### config.mk
export PLATFORM = sky130hd
export DESIGN_NAME = md_issue_ctrl
export DESIGN_NICKNAME = d
export VERILOG_FILES = /design/src/rtl/md_issue_ctrl.sv
export SDC_FILE = /design/constraint.sdc
export NUM_CORES = 1
export LEC_CHECK = 0
export ABC_AREA = 1
export CAP_MARGIN = 20
export CORE_MARGIN = 4
export CORE_UTILIZATION = 24
export CTS_CLUSTER_SIZE = 14
export DETAILED_ROUTE_END_ITERATION = 8
export GPL_ROUTABILITY_DRIVEN = 0
export MAX_ROUTING_LAYER = met4
export PLACE_DENSITY = 0.81
export SYNTH_ARGS = -nofsm -noshare
export SYNTH_HDL_FRONTEND = slang
export SYNTH_SLANG_ARGS = --single-unit
### constraint.sdc
create_clock -name clk -period 1.6 [get_ports clk]
set_clock_uncertainty 0.1 [all_clocks]
set_input_delay 0.32 -clock clk [delete_from_list [all_inputs] [get_ports clk]]
set_output_delay 0.32 -clock clk [all_outputs]
set_load 0.1 [all_outputs]
### src/rtl/md_issue_ctrl.sv
// Execute-stage issue control for the HI/LO multiply/divide unit: decodes the MD op in E,
// tracks unit latency with a local countdown, drives the D-stage stall and MTHI/MTLO undo pulses.
module md_issue_ctrl #(
  parameter int unsigned MUL_LAT = 5,
  parameter int unsigned DIV_LAT = 10,
  parameter int unsigned CNT_W   = 4
) (
  input  logic             clk,
  input  logic             reset,
  input  logic             IntReq,
  input  logic             e_valid,
  input  logic [2:0]       e_op,
  input  logic             e_is_md,
  input  logic [31:0]      e_rs,
  input  logic [31:0]      e_rt,
  input  logic             d_md_use,
  input  logic             m_cancel,
  input  logic             md_busy,
  output logic             md_start,
  output logic [2:0]       md_sel,
  output logic [31:0]      md_d1,
  output logic [31:0]      md_d2,
  output logic [1:0]       hilo_rd,
  output logic             remthi,
  output logic             remtlo,
  output logic             stall_d,
  output logic [CNT_W-1:0] pend_cnt,
  output logic             ovlp_err
);

  localparam logic [2:0]       SEL_NONE = 3'd7;
  localparam logic [2:0]       OP_MTHI  = 3'd4;
  localparam logic [2:0]       OP_MTLO  = 3'd5;
  localparam logic [2:0]       OP_MFHI  = 3'd6;
  localparam logic [2:0]       OP_MFLO  = 3'd7;
  localparam logic [CNT_W-1:0] LAT_MUL  = CNT_W'(MUL_LAT);
  localparam logic [CNT_W-1:0] LAT_DIV  = CNT_W'(DIV_LAT);

  logic [CNT_W-1:0] r_pend_cnt;
  logic             r_is_div;
  logic             r_m_mthi;
  logic             r_m_mtlo;
  logic             r_ovlp_err;

  logic             w_issue_ok;
  logic             w_inflight;
  logic             w_is_arith;
  logic             w_start;
  logic [CNT_W-1:0] w_lat_ld;
  logic [CNT_W-1:0] w_lat_cur;

  // Issue qualification and in-flight detection
  always_comb begin
    w_issue_ok = e_valid & e_is_md & ~IntReq & ~reset;
    w_inflight = md_busy | (r_pend_cnt != '0);
    w_is_arith = ~e_op[2];
    w_start    = w_issue_ok & w_is_arith & ~w_inflight;
    w_lat_ld   = e_op[1] ? LAT_DIV : LAT_MUL;
    w_lat_cur  = r_is_div ? LAT_DIV : LAT_MUL;
  end

  // Countdown, undo flags and sticky overlap error
  always_ff @(posedge clk) begin
    if (reset) begin
      r_pend_cnt <= '0;
      r_is_div   <= 1'b0;
      r_m_mthi   <= 1'b0;
      r_m_mtlo   <= 1'b0;
      r_ovlp_err <= 1'b0;
    end else begin
      if (w_start) begin
        r_pend_cnt <= w_lat_ld;
        r_is_div   <= e_op[1];
      end else if ((r_pend_cnt == w_lat_cur) && IntReq) begin
        // Unit drops an operation interrupted in its first busy cycle
        r_pend_cnt <= '0;
      end else if (r_pend_cnt != '0) begin
        r_pend_cnt <= r_pend_cnt - CNT_W'(1);
      end
      r_m_mthi <= w_issue_ok & (e_op == OP_MTHI);
      r_m_mtlo <= w_issue_ok & (e_op == OP_MTLO);
      if (w_issue_ok & w_is_arith & w_inflight) begin
        r_ovlp_err <= 1'b1;
      end
    end
  end

  // Unit-facing and pipeline-facing outputs
  always_comb begin
    md_start = w_start;
    md_sel   = SEL_NONE;
    hilo_rd  = 2'd0;
    if (w_issue_ok && (e_op <= OP_MTLO)) begin
      md_sel = e_op;
    end
    if (w_issue_ok && (e_op == OP_MFHI)) begin
      hilo_rd = 2'd1;
    end else if (w_issue_ok && (e_op == OP_MFLO)) begin
      hilo_rd = 2'd2;
    end
    md_d1    = e_rs;
    md_d2    = e_rt;
    remthi   = r_m_mthi & m_cancel & ~reset;
    remtlo   = r_m_mtlo & m_cancel & ~reset;
    stall_d  = d_md_use & (w_start | w_inflight);
    pend_cnt = r_pend_cnt;
    ovlp_err = r_ovlp_err;
  end

endmodule

==> key figures <==
Layout
  • N_diodes: 0
  • Area Growth Syn to Fin: 22.6%
  • Multi-input combinational cell area: 470 um^2
  • Register Area: 173 um^2
  • FILL cells: 433
  • Layout cells sized above 1: 0.577
  • Final nets: 215
  • Fin area: 0.00133 mm^2
  • Final Non-Filler Cells: 189
  • Final core occ: 0.305

Timing
  • Slew @ Worst Pin: 242 ps
  • Fin crit share: 1.05
  • Final setup fails: 2
  • Fin. Hold Viols: 0
  • Fmax: 597 MHz
  • Post-layout min period: 1670 ps
  • Slew HR: 0.837
  • Pins Over Slew Limit: 0
  • Setup_tns: -136 ps
  • Final setup margin: -74.9 ps
  • RSZ-0062 raised after global routing: yes

Die
  • Rows: 24
  • Core area: 0.00435 mm^2
  • Die W: 75.2 um
  • Die height: 75.2 um
  • Starting Density: 0.249
  • Die Area: 0.00566 mm^2
  • Top Ports: 153

Worst setup path
  • RR Endpoint: pend_cnt[1]
  • Setup crit end kind: primary output
  • Crit Path Class: reg2out
  • Critical path required time: 1180 ps
  • Crit path max fanout: 2
  • CP startpoint kind: flop
  • FF-to-FF path depth: 9
  • Worst reg2reg setup slack: 150 ps
  • Worst r2r src: pend_cnt[2]
  • Worst EP arrival: 1250 ps

Synthesis
  • Post-Syn Instances: 154
  • Register bit total from synthesis: 8
  • Synth Area per Inst: 7.04 um^2
  • Post-synth top area share: 0.443
  • Largest family of logic cells by synthesized area: buffers and inverters
  • Simple-gate area share of the yosys netlist: 0.299
  • Most common cell in the netlist: buf_4
  • Synth area leader: buf_4
  • Adder-cell share of the synthesized area: 0.0231
  • Warnings, synthesis: 0
  • Main flop type after synthesis: dfxtp_1
  • Post-synth EDFFs: 0
  • Syn_nets: 231
  • Mux cell area share after synthesis: 0
  • Yosys cell types: 22
  • Commonest cells post-synth: buf_4 (64), nand2_1 (24), inv_1 (12), nor2_1 (12), dfxtp_1 (8)
  • Largest cells by area after synthesis: buf_4 (44%), dfxtp_1 (15%), nand2_1 (8.3%), inv_1 (4.2%), nor2_1 (4.2%)
  • Synth Area in XOR/XNOR: 0.00807
  • Ys async rst share: 0
  • Mapped cell area: 0.00108 mm^2
  • Complex-gate fraction of the synthesized area: 0.0242
  • Sequential area share after synthesis: 0.148

Worst hold path
  • Worst hold path type: in2reg
  • Hold EP: ovlp_err
  • Hold path cells: 3
  • Min-delay src: reset

Clock tree
  • Clock-pin transition on the worst setup and hold timing paths: 50 ps
  • Root buffer cell: clkbuf_8
  • CTS Hold Buffers Added: 0
  • CTS max path bufs: 2
  • CTS tree: yes
  • Num CTS Buffers: 3
  • Clk sink count: 8
  • Clock latency on the worst-skew pair: 240 ps
  • Depth of the CTS H-tree: 1

Route
  • Routed WL per cell: 12.3 um
  • DRT iter0 DRCs: 38
  • Via/cell ratio: 4.14
  • Post-DRT Antenna Nets: 0
  • WL final: 2330 um
  • Via count: 783
  • Residual DRC count: 0
  • First-pass iteration count of the detailed router: 4

Global route
  • First-pass GRT wire length: 3860 um
  • Met1 Track Usage GR: 0.0899
  • GR met3 Demand/Resource: 0.0200
  • Global route total overflow: 0
  • Busiest layer in global routing: met2
  • Vias in the first global route: 848
  • Largest net degree at the start of global routing: 9
  • Initial antenna violation count: 0
  • Tot GR Track Use: 0.0906
  • GR Util met2: 0.149

Placed design
  • Placed Instances: 178
  • Placed cell area: 0.00120 mm^2
  • Pre-CTS setup slack: -361 ps
  • Port Buffers: 24
  • DP HPWL: 1760 um

Power
  • Worst ir drop on vdd: 453 uV
  • Static leakage: 0.662 nW
  • Pwr/cell area: 1440 mW/mm^2

Status
  • Run status: finished with violations
  • Failing checks: setup timing

Run
  • Number of max-cap violations: 0
cell families after synthesis:
group                      count (synthesis)
buffers and inverters                     80
and+or+nand+nor                           59
AOI/OAI and AO/OA                          4
adders and majority gates                  2
DFF                                        8
xor gates and xnor gates                   1
placed cells by master, fill, tap and decap left out, types with 2 or more instances in the layout:
master,instances
a21oi_1,2
buf_12,14
buf_4,18
buf_6,2
clkbuf_2,2
clkbuf_8,3
dfxtp_1,4
dfxtp_4,3
dlygate4sd2_1,5
inv_1,6
inv_2,7
inv_4,2
nand2_1,20
nand2_2,3
nand2_4,6
nand3_1,3
nand4_1,2
nor2_1,9
nor2_2,4
nor2_4,5
per-stage QoR:
stage	power, mW	hold slack [ps]
after floorplan	1.86	289
after global placement	1.44	372
after detailed placement	1.48	384
after CTS	1.92	336
after global routing	2.05	323
final	1.92	307
report_power, final:
group,internal [mW],leakage (nW),switching [mW]
sequential,0.257,0.0676,0.0495
clock,0.174,0.0228,0.0940
combinational,0.564,0.571,0.781
total,0.995,0.662,0.924
critical path, cell delays in order, from the launching register on:
cell	delay, ps
dfxtp_4	360
inv_6	40
ha_4	170
nand2_4	70
nor2_4	40
a21boi_4	150
buf_12	190
layout make-up:
type / count / share of cell area
Tap cell: 52 / 0.0489
Multi-Input combinational cell: 66 / 0.354
Clock buffer: 4 / 0.0339
Timing Repair Buffer: 43 / 0.381
Sequential cell: 8 / 0.130
Inverter: 16 / 0.0527
state kept, by name, summed over array words and instances, names as in the netlist:
name / flops
pend_cnt: 4
r_m_mtlo: 1
r_is_div: 1
ovlp_err: 1
r_m_mthi: 1
how the worst max path moves through the flow:
stage	start	end	slack, ps	depth (start not counted)
6_report	pend_cnt[1]	stall_d	-70	6
2_1_floorplan	pend_cnt[0]	stall_d	-350	5
3_5_place_dp	IntReq	hilo_rd[0]	-360	7
5_1_grt	pend_cnt[1]	stall_d	-120	6
4_1_cts	pend_cnt[1]	stall_d	-80	6
3_3_place_gp	reset	hilo_rd[0]	-320	7
what timing repair did:
action / in CTS / in global routing
hold endpoints to repair: 0 / 0
pin swaps: 12 / 2
buffers inserted: 7 / 0
gates resized for setup: 29 / 4
endpoints found under the setup margin: 9 / 6
layer usage:
| layer | vias to the layer above | routed length, um |
|---|---|---|
| met5 | - | 0 |
| met4 | 0 | 133 |
| met3 | 18 | 215 |
| met2 | 39 | 1160 |
| met1 | 350 | 819 |
| li1 | 376 | - |
Power figures use the tool's default switching activity.
